[src/rtl/keypad_tone_ctrl.sv]
// Keypad tone controller: debounces the keypad pressed flag, latches the
// key position and produces a fixed-length tone enable with its PWM period.
// Ports:
//   clk       - system clock, rising edge
//   rst       - asynchronous active-low reset
//   pos       - keypad scanner key position 0..15
//   opr       - keypad pressed flag, asynchronous, may bounce
//   n_freq    - PWM period value for the accepted key (saturated at 4095)
//   tone_en   - PWM output enable, high TONE_CYCLES after a press
//   key_valid - one-cycle strobe per accepted press
//   key_last  - last accepted key position
module keypad_tone_ctrl #(
   parameter int DEB_CYCLES  = 50000,
   parameter int TONE_CYCLES = 25000000,
   parameter int BASE_N      = 1000,
   parameter int STEP_N      = 100
) (
   input  logic        clk,
   input  logic        rst,
   input  logic [3:0]  pos,
   input  logic        opr,
   output logic [11:0] n_freq,
   output logic        tone_en,
   output logic        key_valid,
   output logic [3:0]  key_last
);

   localparam int MAXC = (DEB_CYCLES > TONE_CYCLES) ?
                         DEB_CYCLES : TONE_CYCLES;
   // Counters only ever reach MAXC-1; keep at least one bit.
   localparam int CW = (MAXC > 1) ? $clog2(MAXC) : 1;
   localparam logic [CW-1:0] DEB_LAST  = CW'(DEB_CYCLES - 1);
   localparam logic [CW-1:0] TONE_LAST = CW'(TONE_CYCLES - 1);
   localparam logic [CW-1:0] CNT_ONE   = CW'(1);

   typedef enum logic [2:0] {
      IDLE,
      DEB_PRESS,
      PLAY,
      WAIT_REL,
      DEB_REL
   } state_t;

   state_t        state;
   logic          oprMeta;
   logic          oprSync;
   logic [CW-1:0] debCnt;
   logic [CW-1:0] toneCnt;
   logic [15:0]   nCalc;
   logic [11:0]   nNext;

   assign nCalc = 16'(BASE_N) + 16'(STEP_N) * {12'd0, pos};
   assign nNext = (nCalc > 16'd4095) ? 12'hFFF : nCalc[11:0];

   always_ff @(posedge clk or negedge rst) begin
      if (!rst) begin
         oprMeta <= 1'b0;
         oprSync <= 1'b0;
      end else begin
         oprMeta <= opr;
         oprSync <= oprMeta;
      end
   end

   always_ff @(posedge clk or negedge rst) begin
      if (!rst) begin
         state     <= IDLE;
         debCnt    <= '0;
         toneCnt   <= '0;
         n_freq    <= 12'(BASE_N);
         tone_en   <= 1'b0;
         key_valid <= 1'b0;
         key_last  <= 4'd0;
      end else begin
         key_valid <= 1'b0;
         unique case (state)
            IDLE: begin
               if (oprSync) begin
                  state  <= DEB_PRESS;
                  debCnt <= '0;
               end
            end
            DEB_PRESS: begin
               if (!oprSync) begin
                  state <= IDLE;
               end else if (debCnt == DEB_LAST) begin
                  // pos is taken on the same edge as the sync'd flag
                  key_last  <= pos;
                  n_freq    <= nNext;
                  key_valid <= 1'b1;
                  tone_en   <= 1'b1;
                  toneCnt   <= '0;
                  state     <= PLAY;
               end else begin
                  debCnt <= debCnt + CNT_ONE;
               end
            end
            PLAY: begin
               // Tone length is fixed; opr and pos are ignored here.
               if (toneCnt == TONE_LAST) begin
                  tone_en <= 1'b0;
                  state   <= WAIT_REL;
               end else begin
                  toneCnt <= toneCnt + CNT_ONE;
               end
            end
            WAIT_REL: begin
               if (!oprSync) begin
                  state  <= DEB_REL;
                  debCnt <= '0;
               end
            end
            DEB_REL: begin
               if (oprSync) begin
                  state <= WAIT_REL;
               end else if (debCnt == DEB_LAST) begin
                  state <= IDLE;
               end else begin
                  debCnt <= debCnt + CNT_ONE;
               end
            end
            default: state <= IDLE;
         endcase
      end
   end

endmodule

[config.mk]
export PLATFORM = sky130hd
export DESIGN_NAME = keypad_tone_ctrl
export DESIGN_NICKNAME = d
export VERILOG_FILES = /design/src/rtl/keypad_tone_ctrl.sv
export SDC_FILE = /design/constraint.sdc
export NUM_CORES = 1
export LEC_CHECK = 0
export BUFFER_PORTS_ARGS = -buffer_cell sky130_fd_sc_hd__buf_4
export CAP_MARGIN = 20
export CORE_AREA = 2 2 84 86
export CTS_BUF_LIST = sky130_fd_sc_hd__clkbuf_2
export CTS_CLUSTER_DIAMETER = 60
export DETAILED_ROUTE_END_ITERATION = 8
export DIE_AREA = 0 0 86 88
export PLACE_DENSITY_LB_ADDON = 0.12
export SYNTH_ARGS = -nofsm -noshare
export SYNTH_HDL_FRONTEND = slang
export SYNTH_SLANG_ARGS = --single-unit
export TNS_END_PERCENT = 100
[constraint.sdc]
create_clock -name clk -period 4.8 [get_ports clk]
set_clock_uncertainty 0.05 [all_clocks]
set_input_delay 0.48 -clock clk [delete_from_list [all_inputs] [get_ports clk]]
set_output_delay 0.48 -clock clk [all_outputs]
set_load 0.01 [all_outputs]
# Word level (Yosys, flattened, before mapping)
# Cells that the tools add are included.
# W data, S select, Z words.
[totals]
ff_bits = 73
input_bits = 7
out_inout_bits = 18
elab_cells = 63
[op_classes]
add_sub_neg = 3
n_mul = 1
magnitude_cmp = 1
n_eq_ne = 15
n_mux = 26
n_reduce_logical = 8
[ops]
columns = ["op", "count"]
rows = [
  ["$mux W25", 8],
  ["$pmux W25 S4", 1],
  ["$add A25 B1 Y25 const B", 2],
  ["$pmux W25 S2", 1],
  ["$eq A25 B16 Y1 const B", 1],
  ["$eq A25 B25 Y1 const B", 1],
  ["$mux W3", 7],
  ["$pmux W3 S5", 1],
  ["$ne A2 B2 Y1 const B", 7],
  ["$add A10 B11 Y12 const A", 1],
  ["$gt A12 B12 Y1 const B", 1],
  ["$mux W12", 1],
  ["$reduce_and A5 Y1", 2],
  ["$mul A5 B4 Y9 const A", 1],
  ["$reduce_and A4 Y1", 2],
  ["$eq A3 B2 Y1 const B", 2],
  ["$mux W1", 6],
  ["$ne A3 B3 Y1 const B", 2],
  ["$reduce_bool A4 Y1", 1],
  ["$eq A3 B1 Y1 const B", 1],
  ["$eq A3 B3 Y1 const B", 1],
  ["$logic_not A3 Y1", 1],
  ["$reduce_and A3 Y1", 1],
  ["$pmux W1 S2", 1],
  ["$reduce_bool A2 Y1", 1],
]

# Depth between registers and ports, before layout
[logic_depth]
word_depth = 4
ltp_mapped = 9
depth_no_buf = 9

# Least setup slack after synthesis
# Ideal clock, no wire load.
[synth_path]
path_kind = "input -> register"
start = "in pos[0]"
end = "reg n_freq[10]"
setup_ns = 0.125
arrival_time_ns = 2.254
t_required_ns = 4.625
slack_ns = 2.371
path_stages = 8
n_path_buf = 0
path_cell_list = "ha_1 -> ha_1 -> inv_1 -> fa_1 -> xor2_1 -> nor4bb_1 -> xor2_1 -> mux2_2"
[synth_between]
elab_chain_len = 4
[synth_lines]
columns = ["element", "line_no", "text"]
rows = [
  ["start, declared", "20", "input logic [3:0] pos,"],
  ["$mul A5 B4 Y9 *", "52", "assign nCalc = 16'(BASE_N) + 16'(STEP_N) * {12'd0, pos};"],
  ["$add A10 B11 Y12 *", "52", ""],
  ["$gt A12 B12 Y1", "53", "assign nNext = (nCalc > 16'd4095) ? 12'hFFF : nCalc[11:0];"],
  ["$mux W12 *", "53", ""],
  ["end signal, assigned", "70", "n_freq <= 12'(BASE_N);"],
  ["end signal, assigned", "89", "n_freq <= nNext;"],
  ["end, declared", "22", "output logic [11:0] n_freq,"],
]
# Every way passes the cells marked *; elsewhere a longest branch is shown, timed or not.
# A chain may end at the register's enable or synchronous reset.

# Worst setup path after layout
[layout_path]
start = "reg debCnt[17]"
end = "reg n_freq[10]"
[layout_between]
elab_chain_len = 2
[layout_lines]
columns = ["element", "line_no", "text"]
rows = [
  ["start, declared", "47", "logic [CW-1:0] debCnt;"],
  ["start signal, assigned", "95", "debCnt <= debCnt + CNT_ONE;"],
  ["start signal, assigned", "119", "debCnt <= debCnt + CNT_ONE;"],
  ["$eq A25 B16 Y1", "86", "end else if (debCnt == DEB_LAST) begin"],
  ["$reduce_and A3 Y1 (no source line)", "--", ""],
]
# No other way between the ends.

==> results.md <==
* Status: complete, but fails checks
* Violated checks: negative hold slack
* Dominant cell type by area after synthesis: sky130_fd_sc_hd__dfrtp_1
* Number of flops mapped to enable cells by yosys at 0
* Number of register bits inferred by synthesis at 70
* Effective utilization at floorplan at 58.5%
* Most area-consuming cells after synthesis: sky130_fd_sc_hd__dfrtp_1 (41%), sky130_fd_sc_hd__a21oi_1 (4.6%), sky130_fd_sc_hd__nand2_1 (4.2%)
* H-tree depth reported by CTS at 3
* Unique masters post-synth at 53
* Critical path, cell by cell: or4_1 -> nor4_2 -> nand2_1 -> nor2_2 -> mux2_2
* Design internal power at 0.697 mW
* Wire per inst at 15.3 um
* Setup slack of the critical path after layout at 1.73 ns
* Max stage delay on crit path at approximately 0.78 ns
* Floorplan die height at 88 um
* Part of the Yosys area used for sequential elements at 45.2%
* Final min period at 3.07 ns
* CTS clock-pin slew for the worst setup and hold paths at 0.21 ns
* Width of the die at 86 um
* Final-report setup violation count at 0
* Die footprint at 7570 sq um
* Diodes inserted at 0
* Detail Route met3 WL at 222 um
* Final Hold Violating Endpoints at 3
* Maxcap violations at 0
* Maximum root-to-sink buffer count at 2
* Net count reported at finish at 461
* Leak pwr at about 1.8 nW
* Root buf cell: sky130_fd_sc_hd__clkbuf_2
* Power share of the sequential group at 62.3%
* Data arrival, critical path at 3.42 ns
* Sink count of the clock tree at 70
* WL met2 at approximately 3700 um
* Synth Area per Inst at 9.28 sq um
* Total global-route track usage at between 20% and 30%
* Length in cells of the worst reg-to-reg path at 5
* Area growth, synth to finish at 7.88%
* Tightest hold margin at -0.00443 ns
* Worst slew pin tran at 1.10 ns
* Cell with the largest stage delay on the worst path: sky130_fd_sc_hd__nor2_2
* Critical Path RT at between 5 and 6 ns
* M1 WL at 4070 um
* Post-detailed-placement half-perimeter wirelength at 5480 um
* Post-CTS Setup Repair Bufs at 0
* Synth warn at 0
* Number of buffers and inverters on the critical path at 0
* Proportion of layout cells with a drive suffix above 1 at 14.3%
* Detailed-routing iteration count for the pre-antenna-repair pass at 4
* Switching fraction of total power at 28.1%
* Worst ir drop on vdd at ~0.14 mV
* Peak fanout along the critical path at 23
* Type of element capturing the critical path: flop
* Fraction of registers with async set or reset after synthesis at 100%
* Clock latency on the worst-skew pair at 0.50 ns
* Number of pins with negative max-slew slack in the final report at 0
* Number of DRC markers after the initial detailed-route iteration at 190
* Remaining number of nets flagged by the antenna check after routing at 0
* Worst min-delay path class: primary input to asynchronous set/reset pin
* CTS tree: yes
* Crit-path leading delay family: simple AND/OR/NAND/NOR gates
* RSZ-0062 raised after global routing: no
* Standard-cell row count at 30
* Via Count at 3149
* Most frequent standard cell in the layout excluding fill and tap cells: sky130_fd_sc_hd__dfrtp_1
* Final weighted congestion in routability-driven placement at 0.867
* Kind of launch point of the worst setup path: flop
* Critical Path Stages at 5
* I/O Pins at 25
* Dpl ws at 1.74 ns
* Pin count of the biggest net entering global routing at 71
* Clk pwr share at a little under 30%
* Post-Syn Instances at around 420
* Switching pwr at 0.272 mW
* Top_reg_cell synth: sky130_fd_sc_hd__dfrtp_1
* Vias in the first global route at 2840
* Kind of critical path: flop to flop
* Setup TNS at 0 ns
* Cell area after technology mapping at 3890 sq um
* Top-area cell type share of the netlist area at 41.2%
* Commonest non-fill, non-tap cells in the layout: sky130_fd_sc_hd__dfrtp_1 (64), sky130_fd_sc_hd__nand2_1 (44), sky130_fd_sc_hd__a21oi_1 (36), sky130_fd_sc_hd__o21ai_0 (29), sky130_fd_sc_hd__nor2_1 (28)
* Global-route wire length before repair at 13500 um
* Fillers at about 560
* Core Box Area at 6640 sq um
* Highest metal used: met4
* Worst slew margin at between 20% and 30%
* Vias per cell at 5.98
* Final cycle utilization of the critical path at 63.9%
* Combinational share of power at 8.8%
* Port buffer count at 22
* Grt total ovfl at 0
* Cts bufs inserted at 9
* Achievable frequency at 0.326 GHz
* # DRC at 0
* Power per cell area at 231 nW/um^2
* Detailed Route WL at 8050 um
* Antenna violations before repair at 0
* Flop-to-flop setup slack at 1.73 ns
-- kinds of logic (layout without fill, tap and decap cells) --
kind of cell,after synthesis,count (layout),share of synthesized area (%)
and+or+nand+nor,180,180,25.5
AOI/OAI and AO/OA,101,101,15.9
DFF,70,70,45.2
adders and majority gates,12,12,4.05
buffers and inverters,30,57,3.41
xor gates and xnor gates,22,22,4.95
other,1,2,0.0964
muxes,3,3,0.868
-- power by group through the flow --
stage / clock [mW] / combinational [mW] / sequential (mW)
final: 0.280 / 0.0858 / 0.603
after global routing: 0.311 / 0.0987 / 0.605
after CTS: 0.287 / 0.0864 / 0.603
after detailed placement: 0 / 0.0857 / 0.613
after global placement: 0 / 0.0841 / 0.613
after floorplan: 0 / 0.0607 / 0.610
-- through the flow --
stage	power, mW	util (%)	instances	area (sq um)	hold WS, ns
2_1_floorplan	0.671	-	420	3890	0.134
3_3_place_gp	0.697	61.6	508	4090	0.281
3_5_place_dp	0.699	61.6	508	4090	0.294
4_1_cts	0.977	62.8	524	4170	0.00463
5_1_grt	1.01	63.2	527	4200	0.0415
6_report	0.969	63.2	527	4200	-0.00443
-- cells in the mapped netlist, drive strengths merged, types with 3 or more instances --
| master | instances |
|---|---|
| nor2 | 29 |
| nor4 | 5 |
| mux2 | 3 |
| dfrtp | 64 |
| or3 | 22 |
| or4 | 16 |
| a21oi | 36 |
| o21ai | 31 |
| and3 | 4 |
| nand3 | 22 |
| ha | 11 |
| xor2 | 13 |
| nand2 | 44 |
| xnor2 | 9 |
| nand4 | 11 |
| inv | 15 |
| a211oi | 4 |
| nand2b | 3 |
| buf | 10 |
| o211ai | 9 |
| o31ai | 11 |
| and2 | 3 |
| clkbuf | 5 |
| nor3 | 5 |
| dfstp | 6 |
-- layer usage --
| metal | GRT usage, % | vias up |
|---|---|---|
| met5 | 0 | - |
| met4 | 8.23 | 0 |
| met3 | 3.68 | 10 |
| met2 | 33.6 | 43 |
| met1 | 33.4 | 1516 |
| li1 | - | 1580 |
-- final cells by class --
| type | instances | area [sq um] | share of cell area, % |
|---|---|---|---|
| Timing Repair Buffer | 26 | 198 | 4.71 |
| Inverter | 15 | 56.3 | 1.34 |
| Clock buffer | 11 | 55.1 | 1.31 |
| Multi-Input combinational cell | 320 | 2000 | 47.7 |
| Sequential cell | 70 | 1760 | 41.9 |
| Clock inverter | 5 | 26.3 | 0.626 |
| Tap cell | 80 | 100 | 2.39 |
-- path summary, 6_finish.rpt --
kind | from | to
max reg2reg | debCnt[17]$_DFFE_PN0P_ | n_freq[10]$_DFFE_PN0P_
min | rst | toneCnt[0]$_DFFE_PN0P_
min reg2reg | oprMeta$_DFF_PN0_ | oprSync$_DFF_PN0_
min in group clk | pos[0] | key_last[0]$_DFFE_PN0P_
max | debCnt[17]$_DFFE_PN0P_ | n_freq[10]$_DFFE_PN0P_
max in group asynchronous | rst | state[0]$_DFFE_PN0P_
-- state kept, by name, indices dropped and copies added, names as in the netlist --
name	count
tone_en	1
toneCnt	25
oprMeta	1
n_freq	9
debCnt	25
state	3
oprSync	1
key_valid	1
key_last	4
-- what timing repair did --
action                                 4_1_cts  5_1_grt
resized for setup                            0        0
endpoints found under the hold margin        0        1
setup endpoints to repair                    0        0
hold buffers                                 0        1
No activity file was read; power rests on OpenSTA's default activity.
